`src/rtl/tiny_lsu.sv`:
```
// Single-outstanding load/store unit: aligns core requests onto a 32-bit word bus,
// extracts/extends load data and aborts bus cycles that exceed a wait budget.
module tiny_lsu #(
    parameter int unsigned TIMEOUT_CYCLES = 16
) (
    input  logic        clk,
    input  logic        rst,
    input  logic        req_valid,
    output logic        req_ready,
    input  logic        req_we,
    input  logic [1:0]  req_size,
    input  logic        req_signed,
    input  logic [31:0] req_addr,
    input  logic [31:0] req_wdata,
    output logic        resp_valid,
    output logic [31:0] resp_rdata,
    output logic        resp_fault,
    output logic        mem_valid,
    output logic        mem_we,
    output logic [31:0] mem_addr,
    output logic [31:0] mem_wdata,
    output logic [3:0]  mem_wstrb,
    input  logic        mem_ready,
    input  logic [31:0] mem_rdata
);

    typedef enum logic [1:0] {
        S_IDLE = 2'd0,
        S_BUS  = 2'd1,
        S_RESP = 2'd2
    } state_t;

    localparam logic [7:0] TIMEOUT_LIMIT = 8'(TIMEOUT_CYCLES);

    state_t      state_q, state_d;
    logic        we_q, we_d;
    logic [1:0]  size_q, size_d;
    logic        signed_q, signed_d;
    logic [31:0] addr_q, addr_d;
    logic [31:0] wdata_q, wdata_d;
    logic [31:0] rdata_q, rdata_d;
    logic        fault_q, fault_d;
    logic [7:0]  cnt_q, cnt_d;

    logic [31:0] lane_wdata;
    logic [3:0]  store_strb;

    function automatic logic is_illegal(input logic [1:0] size, input logic [1:0] lo);
        case (size)
            2'd0:    is_illegal = 1'b0;
            2'd1:    is_illegal = lo[0];
            2'd2:    is_illegal = (lo != 2'b00);
            default: is_illegal = 1'b1;
        endcase
    endfunction

    function automatic logic [31:0] extract_load(input logic [1:0] size, input logic sgn,
                                                 input logic [1:0] lo, input logic [31:0] rd);
        logic [7:0]  b;
        logic [15:0] h;
        b = 8'h00;
        h = 16'h0000;
        case (lo)
            2'd0:    b = rd[7:0];
            2'd1:    b = rd[15:8];
            2'd2:    b = rd[23:16];
            default: b = rd[31:24];
        endcase
        h = lo[1] ? rd[31:16] : rd[15:0];
        case (size)
            2'd0:    extract_load = {{24{sgn & b[7]}}, b};
            2'd1:    extract_load = {{16{sgn & h[15]}}, h};
            default: extract_load = rd;
        endcase
    endfunction

    // Each byte lane picks its source byte: replicated for byte/halfword, direct for word.
    generate
        for (genvar gi = 0; gi < 4; gi++) begin : g_lane
            always_comb begin
                case (size_q)
                    2'd0:    lane_wdata[8*gi +: 8] = wdata_q[7:0];
                    2'd1:    lane_wdata[8*gi +: 8] = wdata_q[8*(gi%2) +: 8];
                    default: lane_wdata[8*gi +: 8] = wdata_q[8*gi +: 8];
                endcase
            end
        end
    endgenerate

    always_comb begin
        case (size_q)
            2'd0:    store_strb = 4'b0001 << addr_q[1:0];
            2'd1:    store_strb = addr_q[1] ? 4'b1100 : 4'b0011;
            default: store_strb = 4'b1111;
        endcase
    end

    always_ff @(posedge clk or posedge rst) begin
        if (rst) begin
            state_q  <= S_IDLE;
            we_q     <= 1'b0;
            size_q   <= 2'd0;
            signed_q <= 1'b0;
            addr_q   <= 32'h0;
            wdata_q  <= 32'h0;
            rdata_q  <= 32'h0;
            fault_q  <= 1'b0;
            cnt_q    <= 8'd0;
        end else begin
            state_q  <= state_d;
            we_q     <= we_d;
            size_q   <= size_d;
            signed_q <= signed_d;
            addr_q   <= addr_d;
            wdata_q  <= wdata_d;
            rdata_q  <= rdata_d;
            fault_q  <= fault_d;
            cnt_q    <= cnt_d;
        end
    end

    always_comb begin
        state_d  = state_q;
        we_d     = we_q;
        size_d   = size_q;
        signed_d = signed_q;
        addr_d   = addr_q;
        wdata_d  = wdata_q;
        rdata_d  = rdata_q;
        fault_d  = fault_q;
        cnt_d    = cnt_q;
        case (state_q)
            S_IDLE: begin
                if (req_valid) begin
                    we_d     = req_we;
                    size_d   = req_size;
                    signed_d = req_signed;
                    addr_d   = req_addr;
                    wdata_d  = req_wdata;
                    rdata_d  = 32'h0;
                    cnt_d    = 8'd0;
                    if (is_illegal(req_size, req_addr[1:0])) begin
                        fault_d = 1'b1;
                        state_d = S_RESP;
                    end else begin
                        fault_d = 1'b0;
                        state_d = S_BUS;
                    end
                end
            end
            S_BUS: begin
                // Ready on the final budgeted cycle still wins over the timeout.
                if (mem_ready) begin
                    rdata_d = we_q ? 32'h0 : extract_load(size_q, signed_q, addr_q[1:0], mem_rdata);
                    fault_d = 1'b0;
                    state_d = S_RESP;
                end else begin
                    cnt_d = cnt_q + 8'd1;
                    if (cnt_q + 8'd1 == TIMEOUT_LIMIT) begin
                        rdata_d = 32'h0;
                        fault_d = 1'b1;
                        state_d = S_RESP;
                    end
                end
            end
            S_RESP: begin
                state_d = S_IDLE;
            end
            default: begin
                state_d = S_IDLE;
            end
        endcase
    end

    always_comb begin
        req_ready  = 1'b0;
        resp_valid = 1'b0;
        resp_fault = 1'b0;
        resp_rdata = 32'h0;
        mem_valid  = 1'b0;
        mem_we     = 1'b0;
        mem_addr   = 32'h0;
        mem_wdata  = 32'h0;
        mem_wstrb  = 4'b0000;
        case (state_q)
            S_IDLE: begin
                req_ready = 1'b1;
            end
            S_BUS: begin
                mem_valid = 1'b1;
                mem_we    = we_q;
                mem_addr  = {addr_q[31:2], 2'b00};
                mem_wdata = we_q ? lane_wdata : 32'h0;
                mem_wstrb = we_q ? store_strb : 4'b0000;
            end
            S_RESP: begin
                resp_valid = 1'b1;
                resp_fault = fault_q;
                resp_rdata = rdata_q;
            end
            default: begin
                req_ready = 1'b0;
            end
        endcase
    end

endmodule

```
`config.mk`:
```
export PLATFORM = sky130hd
export DESIGN_NAME = tiny_lsu
export DESIGN_NICKNAME = d
export VERILOG_FILES = /design/src/rtl/tiny_lsu.sv
export SDC_FILE = /design/constraint.sdc
export NUM_CORES = 1
export LEC_CHECK = 0
export BUFFER_PORTS_ARGS = -buffer_cell sky130_fd_sc_hd__buf_2
export CORE_ASPECT_RATIO = 0.9
export CORE_MARGIN = 1.5
export CORE_UTILIZATION = 45
export DETAILED_ROUTE_END_ITERATION = 12
export GPL_TIMING_DRIVEN = 0
export PLACE_DENSITY_LB_ADDON = 0.25
export SLEW_MARGIN = 20
export SYNTH_ARGS = -nofsm -noshare
export SYNTH_HDL_FRONTEND = slang
export SYNTH_SLANG_ARGS = --single-unit
export TNS_END_PERCENT = 50
```
`constraint.sdc`:
```
create_clock -name clk -period 5.55 [get_ports clk]
set_clock_uncertainty 0.2 [all_clocks]
set_input_delay 1.11 -clock clk [delete_from_list [all_inputs] [get_ports clk]]
set_output_delay 1.11 -clock clk [all_outputs]
set_load 0.01 [all_outputs]
```
==> results of run 1 <==
-- how the worst max path moves through the flow --
stage | to | slack (ns) | from | depth (start not counted)
after global placement | rdata_q[22]$_DFFE_PP0P_ | -0.12 | rst | 2
after CTS | mem_wdata[22] | 1.81 | state_q[1]$_DFFE_PP0P_ | 7
after floorplan | addr_q[0]$_DFFE_PP0P_ | 1.31 | rst | 1
after detailed placement | mem_wdata[22] | 2.21 | state_q[1]$_DFFE_PP0P_ | 7
final | mem_wdata[9] | 1.84 | size_q[1]$_DFFE_PP0P_ | 6
after global routing | mem_wdata[12] | 1.64 | size_q[1]$_DFFE_PP0P_ | 6
-- cells by family after synthesis --
| family | share of synthesized area |
|---|---|
| compound gates | 0.158 |
| xor+xnor | 0.00268 |
| flops | 0.425 |
| fa+ha+maj | 0.00191 |
| buf+inv | 0.0603 |
| mux | 0.0555 |
| other cells | 0.000574 |
| simple gates | 0.297 |
-- critical path: stages (launching register included) --
cell      delay [ns]
dfrtp_1         0.37
buf_2           0.19
clkbuf_1        0.28
nor2_1          0.65
nand2_1         0.11
a21oi_1         0.26
buf_2           0.18
-- synth_stat cells, types with 3 or more instances --
cell type / count
buf_2: 12
inv_1: 28
clkbuf_1: 38
nor2_1: 41
dfrtp_1: 111
nand3_1: 19
a22oi_1: 7
nand2_1: 259
nand2b_1: 4
and2_1: 65
a22oi_2: 10
a21oi_1: 28
nor3b_1: 4
nor2b_1: 7
o21ai_0: 12
mux2i_1: 34
buf_6: 3
o311ai_0: 7
a221oi_1: 8
nand3b_1: 7
nor3_1: 9
o211ai_1: 29
o211ai_2: 10
and3_1: 11
buf_1: 5
-- per-stage QoR --
step	power (mW)	setup slack, ns	instance area, µm²	cells
finish	3.66	1.84	8160	1221
global route	3.95	1.64	8160	1220
CTS	3.67	1.81	8160	1220
detailed placement	2.96	2.21	7850	1204
global placement	2.92	-0.123	7820	1203
floorplan	2.44	1.31	6540	804
-- routing by layer --
metal  wire, µm  track usage
met5          0            0
met4        458       0.0958
met3       1520       0.0543
met2       9200        0.413
met1       8920        0.372
-- sequential cells by signal, summed over array words and instances (netlist names) --
register  count
state_q       2
signed_q      1
we_q          1
size_q        2
addr_q       32
rdata_q      32
cnt_q         8
fault_q       1
wdata_q      32
-- final cells by class --
| class | count | area share |
|---|---|---|
| diodes | 1 | 0.000307 |
| plain buffers | 62 | 0.0350 |
| clock buffers | 10 | 0.0293 |
| clock inverters | 6 | 0.00889 |
| inverters | 29 | 0.0140 |
| multi-input cells | 602 | 0.413 |
| flip-flops and latches | 111 | 0.340 |
| well taps | 193 | 0.0296 |
| repair buffers | 207 | 0.130 |
-- power by group --
group	switching [mW]	internal (mW)
combinational	0.999	0.586
sequential	0.234	1.14
clock	0.331	0.371
==> results.cfg, run 1 <==
[run_status]
status = finished, final reports clean

[critical_path]
start_kind = register
worstSetupPathType = reg -> out
critPathRequiredTime_ns = 4.24
ff2ff_setup_slack_ns = 3.20
crit_path_max_fanout = 10
worst_ep_arrival_time_ns = 2.40
worst_r2r_startpoint = size_q[1]$_DFFE_PP0P_
reg2reg_to = rdata_q[8]$_DFFE_PP0P_
r2r_cells = 5
crit_path_end_kind = primary output

[job]
maxCapViolations = 0

[routing]
drc_errors = 0
ant_nets = 0
vias = 6512
routed_wl_um = 20100
vias_per_cell = 5.33
drt_iter0_markers = 556
wl_per_cell_um = 16.5
first_pass_iters = 5

[layout]
final_common_cell = nand2_1
area_growth_pct = 24.8
final_cell_mix = nand2_1 (259), buf_2 (218), dfrtp_1 (111), and2_1 (65), nor2_1 (41)
regArea_um2 = 2780
fin_util = 0.579
multi_input_area_um2 = 3370
nNetsFinal = 1127
layout-drive-gt1-share = 0.260
fillerInstances = 1370

[synthesis]
ys_async_sr_fraction = 1.00
yosysTopAreaCellShare = 0.425
synth.distinct_cells = 53
ys_seq_elements = 111
yosysTopAreaCell = dfrtp_1
ys_warn_count = 0
ys.flop_type = dfrtp_1
yosysSeqAreaShare = 0.425
postSynthCellCount = 803
synth_edf_count = 0
synth_area_per_cell_um2 = 8.14
synth_area_um2 = 6540
synthTopCellsByArea = dfrtp_1 (42%), nand2_1 (15%), and2_1 (6.2%), mux2i_1 (5.2%), o211ai_1 (3.3%)

[clock_tree]
cts_sinks = 111
clk_path_buf_depth = 2
cts_made_buffers = 9
clk_latency_ns = 0.36
tritoncts = built
cts_max_level = 3
clock-root-buffer = clkbuf_16
ctsResizeCount = 0
clkTransAtPathRegs_ns = 0.08
postCtsHoldBufs = 0
cts_setup_buffers = 0

[timing]
slew_violations = 0
fin_hold_ws_ns = 0.270
worst_slew_pin_slew_ns = 0.756
setup_violations = 0
fin_crit_ns = 3.71
finalCritPeriodShare = 0.669
tns_ns = 0
hold_viol_final = 0
fmax_mhz = 269
slew-limit-headroom = 0.494
rsz0062_at_grt = no

[placement]
gp_congestion = 0.897
dpl.hpwl_um = 14900
io_buffers = 206

[die]
core_area_um2 = 14100
fp-row-count = 41
dieHeight_um = 117
io_pins = 209
start_util = 0.464
die-area_um2 = 15300
dieWidth_um = 130

[worst_hold_path]
min_from = addr_q[8]$_DFFE_PP0P_
min_delay_path_depth = 2
hold_path_class = reg -> reg
min_to = addr_q[8]$_DFFE_PP0P_

[global_route]
grt_pass1_vias = 6107
grt-ovfl-total = 0
groute.usage.overall = 0.268
antenna_found_initial = 1
grt_max_degree = 61
grt_first_pass_wirelength_um = 31700

[pwr]
total_leakage_power_nw = 4.27
irDropWorstVdd_v = 0.000247
cellPowerDensity_nw_per_um2 = 449
Note: power is estimated with default switching activity, not from simulation.
==> run 2: changes to the inputs <==
--- a/config.mk
+++ b/config.mk
@@ -5,6 +5,7 @@
 export SDC_FILE = /design/constraint.sdc
 export NUM_CORES = 1
 export LEC_CHECK = 0
+export ABC_AREA = 1
 export BUFFER_PORTS_ARGS = -buffer_cell sky130_fd_sc_hd__buf_2
 export CORE_ASPECT_RATIO = 0.9
 export CORE_MARGIN = 1.5
==> constraint.sdc (replaced) <==
create_clock -name clk -period 3.8 [get_ports clk]
set_clock_uncertainty 0.2 [all_clocks]
set_input_delay 0.76 -clock clk [delete_from_list [all_inputs] [get_ports clk]]
set_output_delay 0.76 -clock clk [all_outputs]
set_load 0.01 [all_outputs]
==> results.cfg, run 2 <==
[synthesis]
yosysSeqAreaShare = 0.450
synth_area_um2 = 6170
yosys.area_share.simple = 0.314
postSynthCellCount = 856
synth-adder-area-share = 0.00203
yosysTopAreaCell = dfrtp_1
synth-xor-area-share = 0
synth_compound_gate_area_share = 0.124
synth.distinct_cells = 35
synth_edf_count = 0
ys_seq_elements = 111
yosys-mux-area-fraction = 0
synth_area_per_cell_um2 = 7.20
ys_top_cells_by_count = nand2_1 (267), nor2_1 (120), inv_1 (112)
ys_async_sr_fraction = 1.00
yosysTopAreaCellShare = 0.450
yosysMostFrequentCell = nand2_1
synth_top_family_by_area = simple AND/OR/NAND/NOR gates
ys.flop_type = dfrtp_1
ys_warn_count = 0
synthTopCellsByArea = dfrtp_1 (45%), nand2_1 (16%), nor2_1 (7.3%), inv_1 (6.8%), o21ai_0 (5.0%)

[layout]
multi_input_area_um2 = 2720
nNetsFinal = 1182
antenna_cells = 0
final_common_cell = nand2_1
layout-drive-gt1-share = 0.262
fillerInstances = 1361
final_cell_mix = nand2_1 (267), buf_2 (220), nor2_1 (120), inv_1 (111), dfrtp_1 (111)
area_growth_pct = 26.3
regArea_um2 = 2780
largestRegisters = addr_q: 32 flops, rdata_q: 32 flops, wdata_q: 32 flops

[critical_path]
slowest_stage = dfrtp_1
r2r_cells = 6
critPathRequiredTime_ns = 2.84
ff2ff_setup_slack_ns = 1.62
slowest_delay_ns = 0.37
worst_ep_arrival_time_ns = 2.26
crit_path_max_fanout = 10
crit_path_end_kind = primary output
path_cells = buf_2, nor2_4, clkinv_1, buf_2, buf_2, a21oi_1, nor2_1, buf_2
crit_top_cell = buf_2
start_kind = register
worst_r2r_startpoint = state_q[0]$_DFFE_PP0P_
reg2reg_to = addr_q[30]$_DFFE_PP0P_
worstSetupPathType = reg -> out

[routing]
drt-met1-wl_um = 7910
drt_iter0_markers = 460
routed_wl_um = 17700
routed-wl-met2_um = 8190
drc_errors = 0
wl_met3_um = 1280
vias_per_cell = 4.97
ant_nets = 0
first_pass_iters = 5
vias = 6218
wl_per_cell_um = 14.2
dr.max_layer_used = met5

[die]
fp-row-count = 40
core_area_um2 = 13400
start_util = 0.461
die-area_um2 = 14400
dieHeight_um = 114
dieWidth_um = 126
io_pins = 209

[clock_tree]
clkTransAtPathRegs_ns = 0.08
tritoncts = built
cts_sinks = 111
cts_setup_buffers = 0
clk_latency_ns = 0.36
postCtsHoldBufs = 0
clock-root-buffer = clkbuf_16
ctsResizeCount = 0
clk_path_buf_depth = 2
cts_max_level = 3
cts_made_buffers = 9

[placement]
dpl.hpwl_um = 13700
gp_congestion = 0.935
io_buffers = 206

[global_route]
grt_pass1_vias = 5805
groute.usage.overall = 0.252
grt_max_degree = 34
grt-ovfl-total = 0
grt_first_pass_wirelength_um = 28700
antenna_found_initial = 1

[pwr]
cellPowerDensity_nw_per_um2 = 701
irDropWorstVdd_v = 0.000387
total_leakage_power_nw = 4.34
finalPower_mw = 5.46

[timing]
tns_ns = 0
slew_violations = 0
rsz0062_at_grt = no
finalCritPeriodShare = 0.846
slew-limit-headroom = 0.599
hold_viol_final = 0
worst_slew_pin_slew_ns = 0.600
setup_violations = 0
fmax_mhz = 311
fin_crit_ns = 3.22

[job]
maxCapViolations = 0

[run_status]
status = finished, final reports clean

[worst_hold_path]
hold_path_class = in -> async
run 2: cell count changes after synthesis, sizes merged, moves of 15 or more:
cell and delta:
and2 -65, clkbuf -23, inv +88, mux2i -34
nand3 +15, nor2 +84, o211ai -23, o21ai +48
run 2: per-layer routing:
metal | vias to the layer above | global-route usage
met5 | - | 0
li1 | 3094 | -
met1 | 2841 | 0.343
met4 | 2 | 0.0628
met2 | 253 | 0.409
met3 | 28 | 0.0607
run 2: worst max-delay path by stage:
| stage | from | endpoint | slack (ns) | cells past startpoint |
|---|---|---|---|---|
| 6_report | size_q[1]$_DFFE_PP0P_ | mem_wdata[12] | 0.58 | 8 |
| 5_1_grt | state_q[1]$_DFFE_PP0P_ | mem_wdata[15] | 0.40 | 7 |
| 4_1_cts | state_q[1]$_DFFE_PP0P_ | mem_wdata[15] | 0.53 | 7 |
| 3_5_place_dp | state_q[1]$_DFFE_PP0P_ | mem_wdata[15] | 0.94 | 7 |
| 3_3_place_gp | rst | wdata_q[20]$_DFFE_PP0P_ | 0.70 | 2 |
| 2_1_floorplan | size_q[1]$_DFFE_PP0P_ | mem_wdata[10] | 1.43 | 7 |
run 2: area by class of cell:
class	count	share of cell area
flip-flops and latches	111	0.357
plain buffers	44	0.0292
repair buffers	209	0.140
well taps	168	0.0270
clock inverters	7	0.0116
clock buffers	9	0.0289
inverters	118	0.0573
multi-input cells	584	0.349
run 2: worst max-delay path: cells and delay by family, from the launching register on:
family | cells | cell delay [ns]
AO/OA/AOI/OAI | 1 | 0.22
AND/OR/NAND/NOR | 2 | 0.24
flip-flops | 1 | 0.37
buffers and inverters | 5 | 1.05
run 2: power breakdown:
| part | switching, mW | total, mW | leakage [nW] | internal [mW] |
|---|---|---|---|---|
| clock | 0.472 | 0.999 | 0.147 | 0.527 |
| sequential | 0.222 | 1.86 | 1.43 | 1.63 |
| combinational | 1.72 | 2.60 | 2.77 | 0.880 |
| total | 2.42 | 5.46 | 4.34 | 3.04 |
run 2: cell families after synthesis:
kind of cell | count (synthesis)
AO/OA/AOI/OAI | 131
flip-flops | 111
other | 1
buffers and inverters | 162
AND/OR/NAND/NOR | 450
adder cells (fa/ha/maj) | 1
run 2: per-stage QoR:
step	hold slack [ns]	area (µm²)	std cells	util	worst slack [ns]
after global placement	0.253	7410	1231	0.555	0.700
after detailed placement	0.258	7470	1234	0.559	0.940
after global routing	0.296	7790	1250	0.583	0.400
after CTS	0.276	7790	1250	0.583	0.534
final	0.267	7790	1250	0.583	0.585
after floorplan	0.242	6170	857	-	1.43
